===== src/rtl/serial_sub_ctrl_if.sv =====
// rtl/serial_sub_ctrl_if.sv - request/result bundle between a requester and serial_sub_ctrl
// The ovf signal exists only when SERIAL_SUB_OVF_EN is defined.
interface serial_sub_ctrl_if #(
  parameter int WIDTH = 8
);
  logic             start;
  logic [WIDTH-1:0] a;
  logic [WIDTH-1:0] b;
  logic             busy;
  logic             done;
  logic [WIDTH-1:0] diff;
  logic             bout;
`ifdef SERIAL_SUB_OVF_EN
  logic             ovf;

  modport master (output start, a, b, input busy, done, diff, bout, ovf);
  modport slave  (input start, a, b, output busy, done, diff, bout, ovf);
`else
  modport master (output start, a, b, input busy, done, diff, bout);
  modport slave  (input start, a, b, output busy, done, diff, bout);
`endif
endinterface


===== src/rtl/serial_sub_ctrl.sv =====
// rtl/serial_sub_ctrl.sv - bit-serial unsigned subtractor, one bit per clock, LSB first
// Define SERIAL_SUB_OVF_EN to add the registered signed-overflow flag bus.ovf.
module serial_sub_ctrl #(
  parameter int  WIDTH = 8,
  localparam int CNT_W = $clog2(WIDTH)
) (
  input  logic             clk,
  input  logic             rst_n,
  serial_sub_ctrl_if.slave bus
);

  typedef enum logic [1:0] {
    IDLE = 2'd0,
    RUN  = 2'd1,
    DONE = 2'd2
  } state_t;

  localparam logic [CNT_W-1:0] LAST = CNT_W'(WIDTH - 1);

  state_t           state;
  logic [WIDTH-1:0] sa;
  logic [WIDTH-1:0] sb;
  logic [WIDTH-2:0] rr;
  logic [CNT_W-1:0] cnt;
  logic             br;
  logic [WIDTH-1:0] diff_q;
  logic             bout_q;
  logic             busy_q;
  logic             done_q;

  logic             hd;
  logic             hb;
  logic             d_bit;
  logic             bo_bit;
  logic [WIDTH-1:0] rr_next;

  // Full subtract built from two half-subtract stages.
  always_comb begin
    hd      = sa[0] ^ sb[0];
    hb      = ~sa[0] & sb[0];
    d_bit   = hd ^ br;
    bo_bit  = hb | (~hd & br);
    rr_next = {d_bit, rr};
  end

`ifdef SERIAL_SUB_OVF_EN
  logic am;
  logic bm;
  logic ovf_q;
`endif

  always_ff @(posedge clk or negedge rst_n) begin
    if (!rst_n) begin
      state  <= IDLE;
      sa     <= '0;
      sb     <= '0;
      rr     <= '0;
      cnt    <= '0;
      br     <= 1'b0;
      diff_q <= '0;
      bout_q <= 1'b0;
      busy_q <= 1'b0;
      done_q <= 1'b0;
`ifdef SERIAL_SUB_OVF_EN
      am     <= 1'b0;
      bm     <= 1'b0;
      ovf_q  <= 1'b0;
`endif
    end else begin
      case (state)
        IDLE: begin
          if (bus.start) begin
            sa     <= bus.a;
            sb     <= bus.b;
            br     <= 1'b0;
            cnt    <= '0;
            busy_q <= 1'b1;
            state  <= RUN;
`ifdef SERIAL_SUB_OVF_EN
            am     <= bus.a[WIDTH-1];
            bm     <= bus.b[WIDTH-1];
`endif
          end
        end
        RUN: begin
          rr  <= rr_next[WIDTH-1:1];
          sa  <= sa >> 1;
          sb  <= sb >> 1;
          br  <= bo_bit;
          cnt <= cnt + CNT_W'(1);
          if (cnt == LAST) begin
            diff_q <= rr_next;
            bout_q <= bo_bit;
            busy_q <= 1'b0;
            done_q <= 1'b1;
            state  <= DONE;
`ifdef SERIAL_SUB_OVF_EN
            ovf_q  <= (am ^ bm) & (am ^ d_bit);
`endif
          end
        end
        DONE: begin
          done_q <= 1'b0;
          state  <= IDLE;
        end
        default: begin
          busy_q <= 1'b0;
          done_q <= 1'b0;
          state  <= IDLE;
        end
      endcase
    end
  end

  assign bus.busy = busy_q;
  assign bus.done = done_q;
  assign bus.diff = diff_q;
  assign bus.bout = bout_q;
`ifdef SERIAL_SUB_OVF_EN
  assign bus.ovf  = ovf_q;
`endif

endmodule


===== src/flat_wrapper.sv =====
// flat-port wrapper written by rule: the top's interface ports become plain ports
module serial_sub_ctrl_flat 
#(
  parameter int  WIDTH = 8,
  localparam int CNT_W = $clog2(WIDTH)
)
  (clk, rst_n, bus_start, bus_a, bus_b, bus_busy, bus_done, bus_diff, bus_bout);
  serial_sub_ctrl_if #(.WIDTH(WIDTH)) bus_i ();
  input  logic clk;
  input  logic rst_n;
  input wire logic [$bits(bus_i.start)-1:0] bus_start;
  input wire logic [$bits(bus_i.a)-1:0] bus_a;
  input wire logic [$bits(bus_i.b)-1:0] bus_b;
  output wire logic [$bits(bus_i.busy)-1:0] bus_busy;
  output wire logic [$bits(bus_i.done)-1:0] bus_done;
  output wire logic [$bits(bus_i.diff)-1:0] bus_diff;
  output wire logic [$bits(bus_i.bout)-1:0] bus_bout;
  assign bus_i.start = bus_start;
  assign bus_i.a = bus_a;
  assign bus_i.b = bus_b;
  assign bus_busy = bus_i.busy;
  assign bus_done = bus_i.done;
  assign bus_diff = bus_i.diff;
  assign bus_bout = bus_i.bout;
  serial_sub_ctrl #(.WIDTH(WIDTH)) u_core (.clk(clk), .rst_n(rst_n), .bus(bus_i));
endmodule

===== config.mk =====
export PLATFORM = sky130hd
export DESIGN_NAME = serial_sub_ctrl_flat
export DESIGN_NICKNAME = d
export VERILOG_FILES = /design/src/rtl/serial_sub_ctrl_if.sv /design/src/rtl/serial_sub_ctrl.sv /design/src/flat_wrapper.sv
export SDC_FILE = /design/constraint.sdc
export NUM_CORES = 1
export LEC_CHECK = 0
export ABC_CLOCK_PERIOD_IN_PS = 2750
export CORE_MARGIN = 2
export CORE_UTILIZATION = 30
export DETAILED_ROUTE_END_ITERATION = 8
export GPL_TIMING_DRIVEN = 0
export PLACE_DENSITY = 0.54
export SLEW_MARGIN = 20
export SYNTH_ARGS = -nofsm -noshare
export SYNTH_HDL_FRONTEND = slang
export SYNTH_SLANG_ARGS = --single-unit

===== constraint.sdc =====
create_clock -name clk -period 2.75 [get_ports clk]
set_clock_uncertainty 0.1 [all_clocks]
set_input_delay 0.55 -clock clk [delete_from_list [all_inputs] [get_ports clk]]
set_output_delay 0.55 -clock clk [all_outputs]
set_load 0.03 [all_outputs]

==> results of run 1 <==
## power breakdown
group | internal [mW] | switching [mW]
clock | 0.200 | 0.194
combinational | 0.596 | 0.547
sequential | 0.872 | 0.157
## per-layer routing
layer  GRT usage (%)  wire length, um  part of all wire (%)
met2            18.1             1570                    46
met1            16.0             1600                    47
met4            3.05               16                  0.47
met5               0                0                     0
met3            3.51              190                   5.6
## final cells by class
| class | count | area (sq um) |
|---|---|---|
| sequential | 40 | 1000 |
| clock buffer | 6 | 82.6 |
| tap | 72 | 90.1 |
| timing repair buffer | 29 | 303 |
| multi-input combinational | 81 | 642 |
| buffer | 9 | 67.6 |
| fill | 540 | 3320 |
| clock inverter | 2 | 10.0 |
| inverter | 6 | 22.5 |
## worst min-delay path by stage
stage | start | end | slack, ns | cells after the start
finish | rst_n | u_core.bus.diff[3]$_DFFE_PN0P_ | 0.13 | 1
global route | rst_n | u_core.sb[0]$_DFFE_PN0P_ | 0.16 | 1
detailed placement | u_core.sb[7]$_DFFE_PN0P_ | u_core.sb[7]$_DFFE_PN0P_ | 0.39 | 1
CTS | rst_n | u_core.sb[0]$_DFFE_PN0P_ | 0.13 | 1
floorplan | rst_n | u_core.br$_DFFE_PN0P_ | 0.15 | 0
global placement | u_core.sb[7]$_DFFE_PN0P_ | u_core.sb[7]$_DFFE_PN0P_ | 0.38 | 1
## cells in the final DEF, fill, tap and decap left out, drive strengths merged
| cell type | n |
|---|---|
| a21boi | 1 |
| a21oi | 11 |
| o22ai | 11 |
| buf | 10 |
| clkdlybuf4s50 | 27 |
| o21bai | 1 |
| nor2 | 13 |
| o21ai | 4 |
| nand2b | 1 |
| a22o | 2 |
| nor2b | 1 |
| nand3b | 5 |
| a32o | 1 |
| ha | 2 |
| mux2 | 15 |
| a22oi | 1 |
| clkinv | 2 |
| o2bb2ai | 1 |
| o221a | 4 |
| clkbuf | 7 |
| o21ba | 1 |
| nand2 | 5 |
| dfrtp | 40 |
| inv | 6 |
| fa | 1 |
## sequential cells by signal, indices dropped and copies added (netlist names)
register and flops:
u_core.br 1, u_core.bus.bout 1, u_core.bus.busy 1, u_core.bus.diff 8, u_core.bus.done 1, u_core.cnt 3
u_core.rr 7, u_core.sa 8, u_core.sb 8, u_core.state 2
## cells by family after synthesis
kind of cell               synth area share [%]
DFF                                        57.8
AOI/OAI and AO/OA                          15.2
and+or+nand+nor                            7.94
buffers and inverters                      5.20
muxes                                      11.3
adders and majority gates                  2.60
## stage by stage
| step | hold slack [ns] | std cells | utilization [%] | total power, mW | instance area, sq um |
|---|---|---|---|---|---|
| final | 0.125 | 245 | 40.0 | 2.57 | 2220 |
| after global placement | 0.383 | 236 | 38.0 | 2.15 | 2100 |
| after CTS | 0.127 | 245 | 40.0 | 2.61 | 2220 |
| after global routing | 0.160 | 245 | 40.0 | 2.76 | 2220 |
| after floorplan | 0.154 | 136 | - | 1.83 | 1730 |
| after detailed placement | 0.387 | 237 | 38.4 | 2.21 | 2130 |
==> results.json, run 1 <==
{
  "ant_nets": 0,
  "ys_top_cells_by_count": "40 x dfrtp_1, 13 x nor2_1, 11 x a21oi_1, 11 x o22ai_1, 8 x mux2_2",
  "power.density_mw_per_mm2": 1160,
  "fp-row-count": 27,
  "worstSetupEndpoint": "bus_busy",
  "post_synth.cell_area_avg_sq_um": 12.7,
  "start_kind": "flip-flop",
  "final.period_utilization_pct": 72.3,
  "diodes": 0,
  "synth_edf_count": 0,
  "layout-drive-gt1-share_pct": 23.1,
  "reg2reg_slack_ns": 1.09,
  "setup_tns_ns": 0,
  "cp_slowest_cell": "clkdlybuf4s50_1",
  "finalHoldViolCount": 0,
  "critPathMaxStageDelay_ns": 0.68,
  "startpoint": "u_core.bus.busy$_DFFE_PN0P_",
  "synth_cell_type_count": 28,
  "synth_top_area_share_pct": 57.8,
  "seq_area_frac_synth_pct": 57.8,
  "ios": 30,
  "synthCells": 136,
  "cts_tree": "built",
  "slew_headroom_pct": 66.8,
  "root_buffer": "clkbuf_8",
  "dp_hpwl_um": 2530,
  "remaining_drc_errors": 0,
  "preCtsSetupSlack_ns": 1.06,
  "first_global_vias": 1196,
  "drt_iter0_drc": 53,
  "tightest_slew_ns": 0.498,
  "final_nets": 194,
  "grt.overflow.total": 0,
  "status": "finished clean",
  "cts_setup_buffers": 0,
  "maxCapViolCount": 0,
  "ys_warn_count": 0,
  "synth_top_area_cell": "dfrtp_1",
  "via_count": 1177,
  "worstSetupPathDepth": 1,
  "dieArea_sq_mm": 0.00640,
  "io_buffer_count": 28,
  "grt_antenna_before_repair": 0,
  "crit_fanout": 3,
  "final-setup-viol-count": 0,
  "reg2reg_from": "u_core.cnt[0]$_DFFE_PN0P_",
  "vias_per_cell": 4.80,
  "cts-resized-gates": 0,
  "rr_endpoint": "u_core.bus.diff[6]$_DFFE_PN0P_",
  "timing.critical_path.buf_inv": 1,
  "ctsHoldBuffers": 0,
  "ys_ff_latch": 40,
  "grt_max_degree": 22,
  "async_flop_share_pct": 100,
  "yosys-top-cells-area": "dfrtp_1 58%, mux2_4 6.1%, mux2_2 5.2%, o22ai_1 4.0%, a21oi_1 3.2%",
  "crit_required_ns": 2.10,
  "cellLeakagePower_nw": 0.977,
  "rsz0062_at_grt": "no",
  "cts_buffers": 5,
  "synth_nets": 158,
  "synthMostInstantiatedCell": "dfrtp_1",
  "cts.sinks": 40,
  "die_w_um": 80,
  "synth_ff_type": "dfrtp_1",
  "drtPass1Iterations": 4,
  "hold_path_class": "in -> async",
  "reg2reg_depth": 5,
  "setup.worst_path.end_class": "output port",
  "initial_core_util_pct": 31.3,
  "clock.fmax_mhz": 503,
  "cp_top_family": "buffers and inverters",
  "drv_slew": 0,
  "core-area_sq_mm": 0.00554,
  "clkTransAtPathRegs_ns": 0.08,
  "fin_ws_ns": 0.763,
  "worstSetupPathType": "reg -> out",
  "cts_buffer_depth": 2,
  "wl_um": 3380,
  "grt.total_usage_pct": 11.7,
  "die_y_um": 80,
  "clk_latency_ns": 0.28,
  "max-vdd-ir-drop_mv": 0.411,
  "syn-cell-area_sq_mm": 0.00173,
  "cts_max_level": 2,
  "arrival_ns": 1.34,
  "period_needed_ns": 1.99,
  "grt_pass1_wl_um": 5850,
  "area_delta_synth_final_pct": 28.0,
  "drt-wirelength-per-cell_um": 13.8,
  "gp_congestion": 0.790,
  "cp_cell_sequence": "clkdlybuf4s50_1"
}
Note: power is estimated with default switching activity, not from simulation.
==> inputs of run 2 (changes only) <==
- ABC_CLOCK_PERIOD_IN_PS: 2750 -> 1700
- PLACE_DENSITY: 0.54 -> 0.56
- clock period: 2.75 -> 1.7 ns (I/O delays scaled with it)
==> run 2 against run 1 <==
  * Critical path depth increased by 4
  * Power up 62%
  * Setup slack got worse by 0.66 ns
  * Critical path type is now reg -> reg
  * Critical endpoint is now u_core.bus.diff[7]$_DFFE_PN0P_
  * Largest power group unchanged
==> results.json, run 2 (same netlist as run 1, synthesis figures left out) <==
{
  "via_count": 1147,
  "utilization_pct": 40.2,
  "layout-drive-gt1-share_pct": 23.0,
  "arrival_ns": 1.66,
  "max-vdd-ir-drop_mv": 0.549,
  "wl_met2_um": 1590,
  "cts_buffers": 5,
  "grt.total_usage_pct": 11.4,
  "ios": 30,
  "crit_fanout": 10,
  "dp_hpwl_um": 2490,
  "io_buffer_count": 28,
  "maxCapViolCount": 0,
  "gp_congestion": 0.822,
  "routedLengthMet1_um": 1570,
  "hold_path_class": "in -> async",
  "cellLeakagePower_nw": 0.995,
  "slew_headroom_pct": 67.4,
  "grt_antenna_before_repair": 0,
  "die_w_um": 80,
  "final_cell_mix": "40 x dfrtp_1, 16 x clkdlybuf4s50_1, 13 x nor2_1",
  "hold_slack_ns": 0.331,
  "vias_per_cell": 4.66,
  "reg2reg_depth": 5,
  "clock.fmax_mhz": 626,
  "wl_um": 3340,
  "cts_tree": "built",
  "area_delta_synth_final_pct": 28.4,
  "crit_required_ns": 1.76,
  "grt_pass1_wl_um": 5640,
  "drt-wirelength-per-cell_um": 13.6,
  "setup_tns_ns": 0,
  "final-setup-viol-count": 0,
  "tightest_slew_ns": 0.490,
  "multi_input_area_sq_um": 644,
  "grt.overflow.total": 0,
  "rsz0062_at_grt": "no",
  "die_y_um": 80,
  "core-area_sq_mm": 0.00554,
  "fin_ws_ns": 0.101,
  "worstSetupPathType": "reg -> reg",
  "layout.cells.most_common": "dfrtp_1",
  "register_area_sq_mm": 0.00100,
  "root_buffer": "clkbuf_8",
  "diodes": 0,
  "status": "finished clean",
  "fp-row-count": 27,
  "ant_nets": 0,
  "cts.sinks": 40,
  "first_global_vias": 1205,
  "finalHoldViolCount": 0,
  "cts_max_level": 2,
  "period_needed_ns": 1.60,
  "fill_cells": 545,
  "clk_latency_ns": 0.28,
  "reg2reg_slack_ns": 0.10,
  "final_nets": 195,
  "power.density_mw_per_mm2": 1870,
  "drv_slew": 0,
  "met3_length_um": 153,
  "grt_max_degree": 34,
  "clkTransAtPathRegs_ns": 0.08,
  "drtPass1Iterations": 4,
  "start_kind": "flip-flop",
  "setup.worst_path.end_class": "flip-flop",
  "remaining_drc_errors": 0,
  "dieArea_sq_mm": 0.00640,
  "top_layer_used": "met4",
  "final.period_utilization_pct": 94.0,
  "preCtsSetupSlack_ns": 0.0505,
  "initial_core_util_pct": 31.3,
  "drt_iter0_drc": 20,
  "cts_buffer_depth": 2
}
-- run 2: changes by cell type in the layout (fill, tap and decap cells not counted), sizes merged --
cell,delta
clkinv,-1
clkdlybuf4s50,-11
bufinv,+1
dlygate4sd2,+11
dlygate4sd3,+1
-- run 2: routing by layer --
metal,track usage [%],vias up
met4,3.05,0
met1,14.7,556
met5,0,-
met3,3.28,5
li1,-,557
met2,18.6,29
-- run 2: report_power, final --
| group | internal (mW) | leakage (nW) | switching (mW) |
|---|---|---|---|
| Combinational | 0.873 | 0.469 | 0.886 |
| Clock | 0.436 | 0.0552 | 0.316 |
| Sequential | 1.41 | 0.471 | 0.247 |
| Total | 2.72 | 0.995 | 1.45 |
-- run 2: critical path: stages (launching register included) --
cell and delay, ns:
dfrtp_1 0.40, ha_1 0.21, ha_2 0.20, nand3b_4 0.09, buf_6 0.16, mux2_4 0.31
-- run 2: repair_timing --
item	4_1_cts	5_1_grt
setup buffers	0	0
gates resized for setup	11	1
setup endpoints to repair	11	6
endpoints found under the hold margin	7	0
hold buffers	1	0
-- run 2: final timing paths --
check | startpoint | end
setup / recovery | u_core.cnt[0]$_DFFE_PN0P_ | u_core.bus.diff[7]$_DFFE_PN0P_
setup reg to reg | u_core.cnt[0]$_DFFE_PN0P_ | u_core.bus.diff[7]$_DFFE_PN0P_
max in group asynchronous | rst_n | u_core.sa[2]$_DFFE_PN0P_
hold / removal | rst_n | u_core.bus.diff[0]$_DFFE_PN0P_
min in group clk | bus_start | u_core.sa[4]$_DFFE_PN0P_
hold reg to reg | u_core.bus.diff[5]$_DFFE_PN0P_ | u_core.bus.diff[5]$_DFFE_PN0P_
-- run 2: through the flow --
stage | instance area [sq um] | std cells | power, mW
2_1_floorplan | 1730 | 136 | 2.96
3_3_place_gp | 2100 | 236 | 3.47
3_5_place_dp | 2120 | 237 | 3.56
4_1_cts | 2220 | 246 | 4.23
5_1_grt | 2220 | 246 | 4.47
6_report | 2220 | 246 | 4.17
-- run 2: cell type report --
cell class,instances,area share (%)
Timing Repair Buffer,30,13.1
Buffer,9,3.04
Sequential cell,40,45.0
Clock buffer,6,3.26
Clock inverter,2,1.57
Tap cell,72,4.05
Multi-Input combinational cell,81,29.0
Inverter,6,1.01
